==> config.mk <==
export PLATFORM = sky130hd
export DESIGN_NAME = vga_frame_ctrl
export DESIGN_NICKNAME = d
export VERILOG_FILES = /design/src/rtl/vga_frame_ctrl.sv
export SDC_FILE = /design/constraint.sdc
export NUM_CORES = 1
export LEC_CHECK = 0
export BUFFER_PORTS_ARGS = -buffer_cell sky130_fd_sc_hd__buf_2
export CAP_MARGIN = 15
export CORE_ASPECT_RATIO = 2
export CORE_MARGIN = 2
export CORE_UTILIZATION = 35
export DETAILED_ROUTE_END_ITERATION = 10
export HOLD_SLACK_MARGIN = 0.02
export PLACE_DENSITY = 0.49
export SLEW_MARGIN = 30
export SYNTH_ARGS = -nofsm -noshare
export SYNTH_HDL_FRONTEND = slang
export SYNTH_SLANG_ARGS = --single-unit
==> constraint.sdc <==
create_clock -name clk -period 4.4 [get_ports clk]
set_clock_uncertainty 0.2 [all_clocks]
set_input_delay 0.66 -clock clk [delete_from_list [all_inputs] [get_ports clk]]
set_output_delay 0.66 -clock clk [all_outputs]
set_load 0.01 [all_outputs]
==> src/rtl/vga_frame_ctrl.sv <==
`default_nettype none
// =============================================================================
// Module   : vga_frame_ctrl
// Summary  : VGA sync/pixel generator with host-written pattern registers.
//            Define VGA_TEARFREE_EN to stage writes and commit them at B.
// Revision : 1.0 - initial release
// =============================================================================
module vga_frame_ctrl #(
    parameter int H_SYNC   = 96,
    parameter int H_BACK   = 48,
    parameter int H_ACTIVE = 640,
    parameter int H_FRONT  = 16,
    parameter int H_TOTAL  = 800,
    parameter int V_SYNC   = 2,
    parameter int V_BACK   = 33,
    parameter int V_ACTIVE = 480,
    parameter int V_FRONT  = 10,
    parameter int V_TOTAL  = 525
) (
    input  logic        clk,
    input  logic        rst_n,
    input  logic        cfg_valid,
    output logic        cfg_ready,
    input  logic [1:0]  cfg_addr,
    input  logic [15:0] cfg_data,
    output logic        cfg_pending,
    output logic        frame_start,
    output logic        VGA_HSYNC,
    output logic        VGA_VSYNC,
    output logic [15:0] VGAD
);
    localparam logic [9:0]  H_LAST  = 10'(H_TOTAL - 1);
    localparam logic [9:0]  V_LAST  = 10'(V_TOTAL - 1);
    localparam logic [9:0]  H_SYNCW = 10'(H_SYNC);
    localparam logic [9:0]  V_SYNCW = 10'(V_SYNC);
    localparam logic [9:0]  X_FIRST = 10'(H_SYNC + H_BACK);
    localparam logic [9:0]  X_LAST  = 10'(H_SYNC + H_BACK + H_ACTIVE - 1);
    localparam logic [9:0]  Y_FIRST = 10'(V_SYNC + V_BACK);
    localparam logic [9:0]  Y_LAST  = 10'(V_SYNC + V_BACK + V_ACTIVE - 1);
    localparam logic [15:0] FG_RST  = 16'hFFE0;

    if ((H_SYNC + H_BACK + H_ACTIVE + H_FRONT != H_TOTAL) ||
        (V_SYNC + V_BACK + V_ACTIVE + V_FRONT != V_TOTAL)) begin : g_bad_timing
        $error("vga_frame_ctrl: sync/porch/active widths do not sum to totals");
    end

    logic [9:0]  ch_q, ch_d, cv_q, cv_d;
    logic [7:0]  frame_cnt_q, frame_cnt_d;
    logic [1:0]  mode_q, mode_d;
    logic [15:0] fg_q, fg_d, bg_q, bg_d;
    logic        en_q, en_d;
    logic        hsync_q, hsync_d, vsync_q, vsync_d, fstart_q, fstart_d;
    logic [15:0] pix_q, pix_d;
    logic        boundary, accept, in_win;
    logic [9:0]  x_off, y_off;
    logic        unused_bits;

    assign boundary    = (ch_q == H_LAST) && (cv_q == V_LAST);
    assign accept      = cfg_valid && cfg_ready;
    assign x_off       = ch_q - X_FIRST;
    assign y_off       = cv_q - Y_FIRST;
    assign in_win      = (ch_q >= X_FIRST) && (ch_q <= X_LAST) &&
                         (cv_q >= Y_FIRST) && (cv_q <= Y_LAST);
    assign unused_bits = ^{x_off[4:0], y_off[9], y_off[2:0], frame_cnt_q[7:5]};

    always_comb begin
        ch_d        = ch_q + 10'd1;
        cv_d        = cv_q;
        frame_cnt_d = frame_cnt_q;
        if (ch_q == H_LAST) begin
            ch_d = '0;
            cv_d = (cv_q == V_LAST) ? '0 : cv_q + 10'd1;
        end
        if (boundary) begin
            frame_cnt_d = frame_cnt_q + 8'd1;
        end
    end

    // Pixel and syncs are computed from the current counters and registered,
    // so all four video outputs share the same one-cycle latency.
    always_comb begin
        pix_d = '0;
        case (mode_q)
            2'd0:    pix_d = fg_q;
            2'd1:    pix_d = x_off[6] ? bg_q : fg_q;
            2'd2:    pix_d = (x_off[5] ^ y_off[5]) ? bg_q : fg_q;
            default: pix_d = {x_off[9:5] + frame_cnt_q[4:0], y_off[8:3], fg_q[4:0]};
        endcase
        if (!(in_win && en_q)) begin
            pix_d = '0;
        end
        hsync_d  = (ch_q >= H_SYNCW);
        vsync_d  = (cv_q >= V_SYNCW);
        fstart_d = boundary;
    end

`ifdef VGA_TEARFREE_EN
    typedef enum logic [0:0] {S_IDLE = 1'b0, S_PENDING = 1'b1} cfg_state_t;
    cfg_state_t  state_q, state_d;
    logic [1:0]  sh_mode_q, sh_mode_d;
    logic [15:0] sh_fg_q, sh_fg_d, sh_bg_q, sh_bg_d;
    logic        sh_en_q, sh_en_d;

    // Ready drops in B so a host write can never race the commit.
    assign cfg_ready   = !boundary;
    assign cfg_pending = (state_q == S_PENDING);

    always_comb begin
        state_d   = state_q;
        sh_mode_d = sh_mode_q;
        sh_fg_d   = sh_fg_q;
        sh_bg_d   = sh_bg_q;
        sh_en_d   = sh_en_q;
        mode_d    = mode_q;
        fg_d      = fg_q;
        bg_d      = bg_q;
        en_d      = en_q;
        if (accept) begin
            case (cfg_addr)
                2'd0: sh_mode_d = cfg_data[1:0];
                2'd1: sh_fg_d   = cfg_data;
                2'd2: sh_bg_d   = cfg_data;
                2'd3: sh_en_d   = cfg_data[0];
            endcase
        end
        case (state_q)
            S_IDLE: begin
                if (accept) state_d = S_PENDING;
            end
            default: begin
                if (boundary) begin
                    mode_d  = sh_mode_q;
                    fg_d    = sh_fg_q;
                    bg_d    = sh_bg_q;
                    en_d    = sh_en_q;
                    state_d = S_IDLE;
                end
            end
        endcase
    end

    always_ff @(posedge clk or negedge rst_n) begin
        if (!rst_n) begin
            state_q   <= S_IDLE;
            sh_mode_q <= 2'd0;
            sh_fg_q   <= FG_RST;
            sh_bg_q   <= 16'h0000;
            sh_en_q   <= 1'b1;
        end else begin
            state_q   <= state_d;
            sh_mode_q <= sh_mode_d;
            sh_fg_q   <= sh_fg_d;
            sh_bg_q   <= sh_bg_d;
            sh_en_q   <= sh_en_d;
        end
    end
`else
    assign cfg_ready   = 1'b1;
    assign cfg_pending = 1'b0;

    always_comb begin
        mode_d = mode_q;
        fg_d   = fg_q;
        bg_d   = bg_q;
        en_d   = en_q;
        if (accept) begin
            case (cfg_addr)
                2'd0: mode_d = cfg_data[1:0];
                2'd1: fg_d   = cfg_data;
                2'd2: bg_d   = cfg_data;
                2'd3: en_d   = cfg_data[0];
            endcase
        end
    end
`endif

    always_ff @(posedge clk or negedge rst_n) begin
        if (!rst_n) begin
            ch_q        <= '0;
            cv_q        <= '0;
            frame_cnt_q <= '0;
            mode_q      <= 2'd0;
            fg_q        <= FG_RST;
            bg_q        <= 16'h0000;
            en_q        <= 1'b1;
            hsync_q     <= 1'b0;
            vsync_q     <= 1'b0;
            fstart_q    <= 1'b0;
            pix_q       <= '0;
        end else begin
            ch_q        <= ch_d;
            cv_q        <= cv_d;
            frame_cnt_q <= frame_cnt_d;
            mode_q      <= mode_d;
            fg_q        <= fg_d;
            bg_q        <= bg_d;
            en_q        <= en_d;
            hsync_q     <= hsync_d;
            vsync_q     <= vsync_d;
            fstart_q    <= fstart_d;
            pix_q       <= pix_d;
        end
    end

    assign VGA_HSYNC   = hsync_q;
    assign VGA_VSYNC   = vsync_q;
    assign frame_start = fstart_q;
    assign VGAD        = pix_q;

endmodule
`default_nettype wire

==> run metrics <==
clock-pin transition on the worst setup and hold timing paths roughly 0.06 ns; Power Density between 400 and 500 nW/um^2; Initial Utilization 35.9%; post-synthesis sequential area ratio roughly half; Setup WS pre-CTS about 1.6 ns; post-DP HPWL 5.96 mm; Area contributors post-synth dfrtp_1 (43%), mux2_2 (9.5%), dfstp_2 (8.1%), ha_1 (4.8%), xor2_1 (3.8%); post-route setup slack about 1.6 ns; worst vdd ir 193 uV; Synth Instances roughly 330; Die ar. about 12000 um^2; placed insts 494; status finished, final reports clean; f_max between 300 and 400 MHz; Die Wd 78.6 um; total grt overflow 0; DR vias ~2500; All-Layer GR Usage about 15%; GP Congestion a little under 0.8; top-area cell type share of the netlist area 43.0%; max incr delay on CP between 0.4 and 0.5 ns; most frequent cell after synthesis dfrtp_1; Critical Path AT 2.82 ns; dominant cell type by area after synthesis dfrtp_1; crit path buf inv count 3; Final Instance Count excl. Fillers between 500 and 600; IO buf count 39; RSZ-0062 raised after global routing no; clk root buf clkbuf_16; vias in the first global route 2722; post-route setup TNS 0 ns; Worst Tran Pin Value about 0.7 ns; top cells by count, synth dfrtp_1 (67), mux2_2 (33), nor2_1 (21), inv_1 (17), xor2_1 (17); Synth Cell Area 3900 um^2; n_diodes 0; drt first pass iters 4; largest net degree at the start of global routing 54; Top delay family on crit path XOR/XNOR gates; hold_buf cts 0; Synth Flop Type dfrtp_1; critical path startpoint category register; row cnt between 50 and 60; data required time of the worst path 4.42 ns; 1st-iter DRT viols slightly below 100; CP max stage cell fa_1; Worst Hold Class in2async; CTS H-tree lvls 3; PostCTS Resize Cnt 0; Setup Crit Path Kind reg2reg; Nets 404; max-cap viol count 0; Yosys cell types 47; crit path cell chain inv_1 > ha_1 > xor2_1 > inv_1 > fa_1 > inv_1 > a21o_1 > a21oi_1 > xnor3_1 > a211oi_1; antenna violations before repair 0; period utilisation layout between 60 and 70%; syn nets 368; syn avg cell area approximately 12 um^2; async set or reset register ratio after synthesis between 90% and 100%; average vias per placed instance 4.96; Synthesis Warnings 0; CTS tree done; CTS max path bufs 2; Crit path top cell by count inv_1; Worst-Skew Late Latency 0.33 ns; P_leak between 2 and 2.5 nW; Avg WL per Cell 16.0 um; relative slew slack 53.3%; first-pass GRT wire length between 10 and 15 mm; Post-DRT Antenna Nets 0; IO Count between 40 and 50; FILL cells 1042; Die H roughly 150 um; Final Hold Viols 0; Tmin final roughly 2.8 ns; # setup viols final 0; synthesis-stage register bit count 79; layout cell share with drive strength beyond 1 30.1%; post-CTS setup repair buffer count 0; max-slew violations 0; Core Area roughly 11000 um^2; Post-synth EDFFs 0; drt total wl roughly 8.2 mm; area growth from synthesis to layout 16.2%; endpoint type of the worst setup path register; Post-route DRC 0; TritonCTS buffer count 9; total clock sinks between 70 and 80; crit path max fanout 6
[layer usage]
layer	global-route usage [%]	share of wire (%)	up-vias
met3	2.18	2.7	12
li1	-	-	1229
met4	8.10	3.0	0
met2	26.6	55	41
met5	0	0	-
met1	16.6	39	1255
[power by group]
part	switching (W)	internal (W)
clock	0.000301	0.000501
sequential	0.0000345	0.000803
combinational	0.0000866	0.0000923
[final timing paths]
path                                    from                    to  slack [ns]  depth (start not counted)
setup / recovery           ch_q[5]$_DFF_PN0_    VGAD[15]$_DFF_PN0_        1.61                         10
hold / removal                         rst_n  bg_q[13]$_DFFE_PN0P_        0.17                          1
setup reg to reg           ch_q[5]$_DFF_PN0_    VGAD[15]$_DFF_PN0_        1.61                         10
hold reg to reg            ch_q[0]$_DFF_PN0_     ch_q[0]$_DFF_PN0_        0.29                          1
max in group asynchronous              rst_n      en_q$_DFFE_PN1P_        2.95                          2
min in group clk           ch_q[0]$_DFF_PN0_     ch_q[0]$_DFF_PN0_        0.29                          1
[registers in the layout, summed over array words and instances (netlist names)]
| signal | flops |
|---|---|
| fg_q | 16 |
| bg_q | 16 |
| frame_start | 1 |
| frame_cnt_q | 5 |
| VGA_HSYNC | 1 |
| VGAD | 16 |
| ch_q | 10 |
| VGA_VSYNC | 1 |
| en_q | 1 |
| mode_q | 2 |
| cv_q | 10 |
[layout by cell type, fill, tap and decap left out, types with 10 or more instances in the layout]
master	instances
dfrtp_1	67
buf_2	38
mux2_2	33
nor2_1	21
xor2_1	17
inv_1	17
nand2_1	16
ha_1	15
xnor2_1	12
dfstp_2	12
o21ai_0	10
[through the flow]
stage                     area, um^2  utilization [%]  power (W)  hold slack [ns]
after floorplan                 3900                -   0.000976            0.164
after global placement          4190             38.5    0.00103            0.274
after detailed placement        4190             38.5    0.00103            0.285
after CTS                       4510             41.5    0.00185            0.188
after global routing            4530             41.7    0.00190            0.219
final                           4530             41.7    0.00182            0.169
[cell families (layout without fill, tap and decap cells)]
kind of cell,after synthesis,count (layout),share of synthesized area (%)
buffers and inverters,36,77,4.39
adder cells (fa/ha/maj),16,16,5.33
flip-flops,79,79,51.1
other,2,2,0.193
AND/OR/NAND/NOR,76,76,9.69
XOR/XNOR,30,30,7.09
AO/OA/AOI/OAI,54,54,11.4
multiplexers,38,38,10.8
[final cells by class]
type | instances | area [um^2] | share of cell area [%]
clock inverters | 6 | 92.6 | 2.04
multi-input cells | 216 | 1740 | 38.3
well taps | 140 | 175 | 3.87
clock buffers | 10 | 229 | 5.05
inverters | 17 | 63.8 | 1.41
repair buffers | 44 | 243 | 5.36
flip-flops and latches | 79 | 1990 | 44.0
Power figures use the tool's default switching activity.
